## src/rtl/minibyte_pkg.sv

```systemverilog
// Shared encodings for the minibyte_core_p accumulator CPU: opcodes, sequencer states, ALU ops.
// Opcode decode helpers live here so the core stays a pure sequencer.
package minibyte_pkg;

    localparam logic [3:0] OP_NOP  = 4'h0;
    localparam logic [3:0] OP_LDI  = 4'h1;
    localparam logic [3:0] OP_LDM  = 4'h2;
    localparam logic [3:0] OP_STM  = 4'h3;
    localparam logic [3:0] OP_ADDI = 4'h4;
    localparam logic [3:0] OP_ADDM = 4'h5;
    localparam logic [3:0] OP_SUBI = 4'h6;
    localparam logic [3:0] OP_SUBM = 4'h7;
    localparam logic [3:0] OP_ANDI = 4'h8;
    localparam logic [3:0] OP_ORI  = 4'h9;
    localparam logic [3:0] OP_XORI = 4'hA;
    localparam logic [3:0] OP_JMP  = 4'hB;
    localparam logic [3:0] OP_JZ   = 4'hC;
    localparam logic [3:0] OP_JN   = 4'hD;
    localparam logic [3:0] OP_JC   = 4'hE;
    localparam logic [3:0] OP_HLT  = 4'hF;

    typedef enum logic [1:0] {
        ST_FETCH   = 2'd0,
        ST_OPERAND = 2'd1,
        ST_MEM     = 2'd2,
        ST_HALT    = 2'd3
    } state_t;

    typedef enum logic [2:0] {
        ALU_PASS_B = 3'd0,
        ALU_ADD    = 3'd1,
        ALU_SUB    = 3'd2,
        ALU_AND    = 3'd3,
        ALU_OR     = 3'd4,
        ALU_XOR    = 3'd5
    } alu_op_t;

    function automatic alu_op_t alu_op_for(input logic [3:0] op);
        case (op)
            OP_ADDI, OP_ADDM: return ALU_ADD;
            OP_SUBI, OP_SUBM: return ALU_SUB;
            OP_ANDI:          return ALU_AND;
            OP_ORI:           return ALU_OR;
            OP_XORI:          return ALU_XOR;
            default:          return ALU_PASS_B;
        endcase
    endfunction

    function automatic logic is_imm_op(input logic [3:0] op);
        return op inside {OP_LDI, OP_ADDI, OP_SUBI, OP_ANDI, OP_ORI, OP_XORI};
    endfunction

    function automatic logic is_mem_op(input logic [3:0] op);
        return op inside {OP_LDM, OP_ADDM, OP_SUBM, OP_STM};
    endfunction

endpackage

```

## src/rtl/minibyte_alu_p.sv

```systemverilog
// Combinational ALU for minibyte_core_p: result plus zero/negative/carry.
// Carry is the carry-out for ADD, the unsigned borrow for SUB, and 0 otherwise.
module minibyte_alu_p
    import minibyte_pkg::*;
#(
    parameter int DATA_W = 8
) (
    input  logic [DATA_W-1:0] i_a,
    input  logic [DATA_W-1:0] i_b,
    input  alu_op_t           i_op,
    output logic [DATA_W-1:0] o_result,
    output logic              o_z,
    output logic              o_n,
    output logic              o_carry
);

    logic [DATA_W:0] w_sum;
    logic [DATA_W:0] w_diff;

    assign w_sum  = {1'b0, i_a} + {1'b0, i_b};
    assign w_diff = {1'b0, i_a} - {1'b0, i_b};

    always_comb begin
        o_result = i_b;
        o_carry  = 1'b0;
        case (i_op)
            ALU_ADD: {o_carry, o_result} = w_sum;
            ALU_SUB: {o_carry, o_result} = w_diff;
            ALU_AND: o_result = i_a & i_b;
            ALU_OR:  o_result = i_a | i_b;
            ALU_XOR: o_result = i_a ^ i_b;
            default: o_result = i_b;
        endcase
        o_z = (o_result == '0);
        o_n = o_result[DATA_W-1];
    end

endmodule

```

## src/rtl/minibyte_core_p.sv

```systemverilog
// minibyte_core_p: parametrised accumulator CPU with FETCH/OPERAND/MEM sequencer.
// Optional carry flag and JC opcode enabled by defining MINIBYTE_CARRY_EN.
//
//   state      | meaning
//   -----------+---------------------------------------------------------
//   ST_FETCH   | read opcode at PC, latch IR, PC+1
//   ST_OPERAND | read operand at PC: immediate ALU op, jump, or latch M
//   ST_MEM     | access word at M: load/arith into A, or STM write strobe
//   ST_HALT    | frozen until reset
module minibyte_core_p
    import minibyte_pkg::*;
#(
    parameter int DATA_W   = 8,
    parameter int ADDR_W   = 8,
    parameter int RESET_PC = 0
) (
    input  logic              clk_in,
    input  logic              rst_in,
    input  logic [DATA_W-1:0] data_in,
    output logic [ADDR_W-1:0] addr_out,
    output logic [DATA_W-1:0] data_out,
    output logic              we_out,
    output logic              halt_out
);

    localparam logic [ADDR_W-1:0] PC_RST = ADDR_W'(RESET_PC);

    state_t              r_state;
    logic [ADDR_W-1:0]   r_pc;
    logic [ADDR_W-1:0]   r_m;
    logic [DATA_W-1:0]   r_a;
    logic [3:0]          r_ir;
    logic                r_z;
    logic                r_n;
`ifdef MINIBYTE_CARRY_EN
    logic                r_c;
`endif

    logic [DATA_W-1:0]   w_alu_res;
    logic                w_alu_z;
    logic                w_alu_n;
    logic                w_alu_c;
    alu_op_t             w_alu_op;
    logic                w_a_we;
    logic                w_jump_taken;

    assign w_alu_op = alu_op_for(r_ir);

    minibyte_alu_p #(.DATA_W(DATA_W)) u_alu (
        .i_a      (r_a),
        .i_b      (data_in),
        .i_op     (w_alu_op),
        .o_result (w_alu_res),
        .o_z      (w_alu_z),
        .o_n      (w_alu_n),
        .o_carry  (w_alu_c)
    );

`ifndef MINIBYTE_CARRY_EN
    logic w_unused_carry;
    assign w_unused_carry = w_alu_c;
`endif

    assign w_a_we = ((r_state == ST_OPERAND) && is_imm_op(r_ir))
                 || ((r_state == ST_MEM) && (r_ir != OP_STM));

    always_comb begin
        w_jump_taken = 1'b0;
        case (r_ir)
            OP_JMP:  w_jump_taken = 1'b1;
            OP_JZ:   w_jump_taken = r_z;
            OP_JN:   w_jump_taken = r_n;
`ifdef MINIBYTE_CARRY_EN
            OP_JC:   w_jump_taken = r_c;
`endif
            default: w_jump_taken = 1'b0;
        endcase
    end

    always_ff @(posedge clk_in) begin
        if (rst_in) begin
            r_state <= ST_FETCH;
            r_pc    <= PC_RST;
            r_m     <= '0;
            r_a     <= '0;
            r_ir    <= '0;
            r_z     <= 1'b0;
            r_n     <= 1'b0;
`ifdef MINIBYTE_CARRY_EN
            r_c     <= 1'b0;
`endif
        end else begin
            case (r_state)
                ST_FETCH: begin
                    r_ir <= data_in[3:0];
                    r_pc <= r_pc + 1'b1;
                    case (data_in[3:0])
                        OP_NOP: r_state <= ST_FETCH;
                        OP_HLT: r_state <= ST_HALT;
`ifdef MINIBYTE_CARRY_EN
                        OP_JC:  r_state <= ST_OPERAND;
`else
                        OP_JC:  r_state <= ST_FETCH;
`endif
                        default: r_state <= ST_OPERAND;
                    endcase
                end
                ST_OPERAND: begin
                    r_pc <= w_jump_taken ? data_in[ADDR_W-1:0] : r_pc + 1'b1;
                    if (is_mem_op(r_ir)) begin
                        r_m     <= data_in[ADDR_W-1:0];
                        r_state <= ST_MEM;
                    end else begin
                        r_state <= ST_FETCH;
                    end
                end
                ST_MEM:  r_state <= ST_FETCH;
                default: r_state <= ST_HALT;
            endcase

            if (w_a_we) begin
                r_a <= w_alu_res;
                r_z <= w_alu_z;
                r_n <= w_alu_n;
`ifdef MINIBYTE_CARRY_EN
                // Plain loads leave C alone; arithmetic and logic ops own it.
                if (w_alu_op != ALU_PASS_B)
                    r_c <= w_alu_c;
`endif
            end
        end
    end

    // A reset arriving during the STM cycle suppresses the strobe immediately.
    assign we_out   = (r_state == ST_MEM) && (r_ir == OP_STM) && !rst_in;
    assign addr_out = (r_state == ST_MEM) ? r_m : r_pc;
    assign data_out = r_a;
    assign halt_out = (r_state == ST_HALT);

endmodule

```

## config.mk

```make
export PLATFORM = sky130hd
export DESIGN_NAME = minibyte_core_p
export DESIGN_NICKNAME = d
export VERILOG_FILES = /design/src/rtl/minibyte_pkg.sv /design/src/rtl/minibyte_alu_p.sv /design/src/rtl/minibyte_core_p.sv
export SDC_FILE = /design/constraint.sdc
export NUM_CORES = 1
export LEC_CHECK = 0
export CORE_MARGIN = 2
export CORE_UTILIZATION = 58
export DETAILED_ROUTE_END_ITERATION = 12
export PLACE_DENSITY = 0.81
export SYNTH_ARGS = -nofsm -noshare
export SYNTH_HDL_FRONTEND = slang
export SYNTH_SLANG_ARGS = --single-unit
```

## constraint.sdc

```tcl
create_clock -name clk_in -period 3.9 [get_ports clk_in]
set_input_delay 0.975 -clock clk_in [delete_from_list [all_inputs] [get_ports clk_in]]
set_output_delay 0.975 -clock clk_in [all_outputs]
set_load 0.005 [all_outputs]
```

**Yosys cells after proc, flatten, opt, wreduce, memory -nomap -nowiden**

Index checks and enable logic that the tools add are counted.

- Register bits after elaboration: 32
- Latch bits: 0
- RAM bits: 0
- Memory bits (read-only): 0
- Bits of input ports: 10
- Memories kept: 0

- Add/sub/neg operators: 3
- Multiply operators: 0
- Divide/modulo/power cells: 0
- $lt $le $gt $ge: 0
- Eq/ne operators: 24
- Shift-type cells: 0
- Muxes and demuxes: 9
- Bitwise operators: 3
- Reduce and logical (&&, ||, !) cells: 16

Operator list:

| operator | count |
|---|---|
| case mux 8 bit (5 select lines) | 1 |
| == test 4 bit, second input constant | 8 |
| == test 4 x 3 -> 1 bit, second input constant | 4 |
| two-way mux 8 bit | 2 |
| case mux 8 bit (2 select lines) | 1 |
| case mux 3 bit (5 select lines) | 1 |
| adder 8 x 1 -> 8 bit, second input constant | 1 |
| adder 8 bit | 1 |
| AND 8 bit | 1 |
| == test 4 x 2 -> 1 bit, second input constant | 2 |
| zero test 8 bit | 1 |
| OR 8 bit | 1 |
| subtractor 8 bit | 1 |
| XOR 8 bit | 1 |
| == test 3 x 2 -> 1 bit, second input constant | 2 |
| == test 3 bit, second input constant | 2 |
| case mux 2 bit (3 select lines) | 1 |
| nonzero test 6 bit | 1 |
| OR reduction 2 bit | 3 |
| == test 2 bit, second input constant | 2 |
| == test 4 x 1 -> 1 bit, second input constant | 1 |
| logical AND 1 bit | 4 |
| zero test 4 bit | 1 |
| inequality test 4 x 2 -> 1 bit, second input constant | 1 |
| other kinds (11) | 11 |

**Logic depth before layout (Yosys ltp)**

- Word-level depth: 6
- Mapped depth: 14
- Mapped depth without buffers: 13

**Modules after synthesis**

Synthesis repeated with hierarchy kept, for this count alone.

- Cells, all modules: 388
- Area, all modules: 3185.6 um^2

By module, submodules not included:

| module | times used | cells an instance | area each (um^2) |
|---|---|---|---|
| minibyte_core_p | 1 | 191 | 1757.9 |
| minibyte_alu_p | 1 | 197 | 1427.6 |

**Worst setup path before layout**

No wires, ideal clock.

- Path kind: in2reg
- Start point: input data_in[2]
- End point: register r_z
- Setup time: 69 ps
- Arrival: 3293 ps
- Data required time: 3831 ps
- Setup slack: 538 ps
- Stages on the path: 11
- Cell sequence: clkbuf_1 -> inv_1 -> nand2_1 -> o41ai_1 -> xnor2_1 -> ha_1 -> or4_1 -> a21oi_2 -> o2111ai_1 -> or4_1 -> o21ai_1

- Word-level cells in the longest chain between the ends: 3
- Elaborated cells between the ends (all ways): 7
- Those cells by class: add/sub (2); mux (1); bitwise (3); reduce/logical (1)

RTL lines:

| item | RTL line | RTL |
|---|---|---|
| from (decl) | minibyte_core_p.sv:19 | `input logic [DATA_W-1:0] data_in,` |
| subtractor 8 bit (tied with other cells) | minibyte_alu_p.sv:21 | `assign w_diff = {1'b0, i_a} - {1'b0, i_b};` |
| case mux 8 bit (5 select lines) * | minibyte_alu_p.sv:26 | `case (i_op)` |
| zero test 8 bit * | minibyte_alu_p.sv:34 | `o_z = (o_result == '0);` |
| to (signal assigned) | minibyte_core_p.sv:123 | `r_z <= w_alu_z;` |
| to (decl) | minibyte_core_p.sv:33 | `logic r_z;` |

Every way passes the cells marked *; elsewhere a longest branch is shown, timed or not.
A chain may end at the register's enable or synchronous reset.

**Worst setup path in the final report**

- Start point: input data_in[0]
- End point: register r_z

Same word-level chain as after synthesis.

==> results.json <==
{
  "dieArea_um2": 5210,
  "synth-edff-count": 0,
  "outcome": "finished clean",
  "fin_crit_ps": 3680,
  "fill_cells": 353,
  "io_pins": 28,
  "num_rows": 24,
  "nets": 416,
  "worstPathCellList": "clkdlybuf4s50_1, inv_1, ha_1, nand2_1, o41ai_2, xnor2_1, ha_1, or4_1, a21oi_2, o2111ai_1, or4_1, o21ai_1",
  "synthesis.nets": 379,
  "fin_area_um2": 3200,
  "cp_max_fo": 3,
  "crit_path_start_kind": "input pin",
  "use_met1_pct": 35.7,
  "insertedDiodeCount": 0,
  "p_leak_uw": 0.00134,
  "syn_inst": 337,
  "grt_pass1_vias": 2340,
  "viasPerCell": 6.08,
  "seq_area_frac_synth_pct": 23.0,
  "maxCapViolCount": 0,
  "rsz0062_at_grt": "false",
  "die_y_um": 72.2,
  "antenna_found_initial": 0,
  "skew_ps": 6.93,
  "report.final.slew_viol_count": 0,
  "cts_hold_buf": 0,
  "setup_viol_count_final": 0,
  "clk_pin_slew_worst_paths_ps": 80,
  "pwr-share-seq_pct": 35.3,
  "clock_latency_ps": 300,
  "dp_hpwl_mm": 5.01,
  "hold_class": "flip-flop to flip-flop",
  "grtUsageMet2_pct": 46.6,
  "crit_buf_inv": 2,
  "cts_max_path_buffers": 2,
  "wl_per_cell_um": 16.4,
  "overflow": 0,
  "grtUsageMet3_pct": 5.42,
  "cts_resized": 0,
  "core_area_um2": 4410,
  "ys_top_cells_by_count": "nor2_1 (39), dfxtp_1 (31), ha_1 (31)",
  "p_sw_uw": 408,
  "grtUsageTotal_pct": 27.9,
  "cp.depth": 12,
  "comb_power_share_pct": 38.7,
  "cpMaxStageDelayCell": "or4_1",
  "ys_top_cells_by_area": "dfxtp_1 (23%), ha_1 (14%), nor2_1 (5.4%)",
  "reg2reg_depth": 11,
  "synth_seq_cells": 31,
  "hold_viol_final": 0,
  "ir_worst_vdd_mv": 0.236,
  "firstDrtPassIters": 5,
  "swShare_pct": 37.8,
  "num_vias": 2597,
  "syn_to_final_growth_pct": 18.6,
  "dpl_cell_area_um2": 3100,
  "postSynthAreaPerCell_um2": 8.00,
  "post_route_cells_drive_above_1_share_pct": 13.9,
  "cp.required_ps": 4140,
  "crit_start": "data_in[0]",
  "cts.sinks": 31,
  "ys_async_sr_fraction_pct": 0,
  "placedCellCount": 419,
  "power_density_nw_per_um2": 338,
  "r2r_end": "r_z$_SDFFE_PP0P_",
  "grt_max_degree": 31,
  "synth_top_cell_by_area": "dfxtp_1",
  "syn_area_um2": 2700,
  "ys_types": 62,
  "ys.flop_type": "dfxtp_1",
  "ys_warn_count": 0,
  "fmax_mhz": 271,
  "setup_tns_ps": 0,
  "grt_pass1_wl_mm": 11.3,
  "p_int_uw": 672,
  "cts_setup_buffers": 0,
  "timing.critical_path.to": "r_z$_SDFFE_PP0P_",
  "cts_tree": "built",
  "finalPower_uw": 1080,
  "top_usage_layer": "met2",
  "hold_slack_ps": 495,
  "stdcell_count": 427,
  "finalCritPeriodShare_pct": 94.5,
  "clock_power_share_pct": 25.9,
  "finalWeightedCongestion": 0.979,
  "die-width_um": 72.2,
  "slowest_delay_ps": 550,
  "drtIter0Drc": 271,
  "finalWirelength_mm": 6.99,
  "drt.antenna.violating_nets": 0,
  "crit_type": "input pin to flip-flop",
  "crit_family": "simple AND/OR/NAND/NOR gates",
  "cp-end-kind": "flip-flop",
  "htreeDepth": 2,
  "worstPathArrival_ps": 3920,
  "cts-buffers-inserted": 5,
  "synth_most_common_cell": "nor2_1",
  "max_slew_margin_pct": 50.4,
  "drc": 0,
  "reg2reg_from": "r_ir[2]$_SDFFE_PP0P_",
  "initial_utilization_pct": 61.1,
  "yosysTopAreaCellShare_pct": 23.0,
  "r2r_setup_slack_ps": 740,
  "cts-root-buf": "clkbuf_8",
  "tightest_slew_ps": 743,
  "port_buffers": 27
}
-- state kept, by name, indices dropped and copies added (netlist names) --
name	cells
r_m	8
r_z	1
data_out	8
r_ir	4
r_pc	8
r_state	2
-- worst register-to-register path, delay by kind of cell, from the launching register on --
| kind | cells | cell delay, ps |
|---|---|---|
| and+or+nand+nor | 5 | 1220 |
| AOI/OAI and AO/OA | 5 | 880 |
| DFF | 1 | 570 |
| adders and majority gates | 1 | 430 |
-- stage by stage --
step	setup slack (ps)	utilization (%)
finish	216	72.4
global route	19.0	72.4
CTS	143	72.3
detailed placement	-113	70.2
global placement	7.07	70.2
floorplan	538	-
-- routing by layer --
layer  up-vias  routed length, um
met5         -                  0
li1       1266                  -
met2       103               3290
met3        19                436
met4         0                214
met1      1209               3040
-- layout by cell type, fill, tap and decap left out, types with 2 or more instances in the layout --
cell             instances
nor2_1                  39
ha_1                    31
dfxtp_1                 31
clkdlybuf4s50_1         27
a21oi_1                 25
buf_4                   24
inv_1                   23
nand2_1                 19
o21ai_0                 16
mux2i_1                 14
mux2_2                  10
xnor2_1                  7
nor2b_1                  7
nor3_1                   6
a211oi_1                 6
a31oi_1                  5
clkbuf_8                 5
nand2b_1                 4
nand3_1                  4
nor3b_1                  4
a2bb2oi_1                4
o21ai_1                  4
a21o_1                   3
o31ai_1                  3
o211ai_1                 3
and3_1                   3
or4_1                    3
o22ai_1                  3
and3b_1                  2
o22a_1                   2
a22oi_1                  2
a21oi_2                  2
or2_2                    2
xor2_1                   2
o31a_1                   2
clkinvlp_4               2
-- how the worst min path moves through the flow --
| stage | endpoint | start | depth (start not counted) | slack, ps |
|---|---|---|---|---|
| finish | r_m[4]$_SDFFE_PP0P_ | r_m[4]$_SDFFE_PP0P_ | 2 | 500 |
| detailed placement | r_m[0]$_SDFFE_PP0P_ | r_m[0]$_SDFFE_PP0P_ | 2 | 480 |
| global route | r_m[7]$_SDFFE_PP0P_ | r_m[7]$_SDFFE_PP0P_ | 2 | 520 |
| CTS | r_z$_SDFFE_PP0P_ | r_z$_SDFFE_PP0P_ | 2 | 500 |
| global placement | r_m[4]$_SDFFE_PP0P_ | r_m[4]$_SDFFE_PP0P_ | 2 | 470 |
| floorplan | r_z$_SDFFE_PP0P_ | r_z$_SDFFE_PP0P_ | 2 | 430 |
-- kinds of logic after synthesis --
kind of cell               Yosys count  synth area share, %
buffers and inverters               44                 7.42
adders and majority gates           32                 15.1
and+or+nand+nor                    105                 19.9
DFF                                 31                 23.0
xor gates and xnor gates             9                 2.92
muxes                               24                 9.37
AOI/OAI and AO/OA                   92                 22.3
-- cell type report --
cell class,instances,area (um2),share of cell area (%)
multi-input cells,262,1880,58.9
flip-flops and latches,31,621,19.4
repair buffers,51,450,14.1
inverters,23,86.3,2.70
clock buffers,5,68.8,2.15
well taps,52,65.1,2.03
clock inverters,3,23.8,0.743
-- power by group through the flow --
| stage | clock, uW | combinational, uW | sequential, uW |
|---|---|---|---|
| finish | 280 | 418 | 382 |
| global placement | 0 | 399 | 387 |
| global route | 303 | 459 | 386 |
| floorplan | 0 | 291 | 370 |
| CTS | 280 | 415 | 380 |
| detailed placement | 0 | 408 | 387 |
Power figures use the tool's default switching activity.
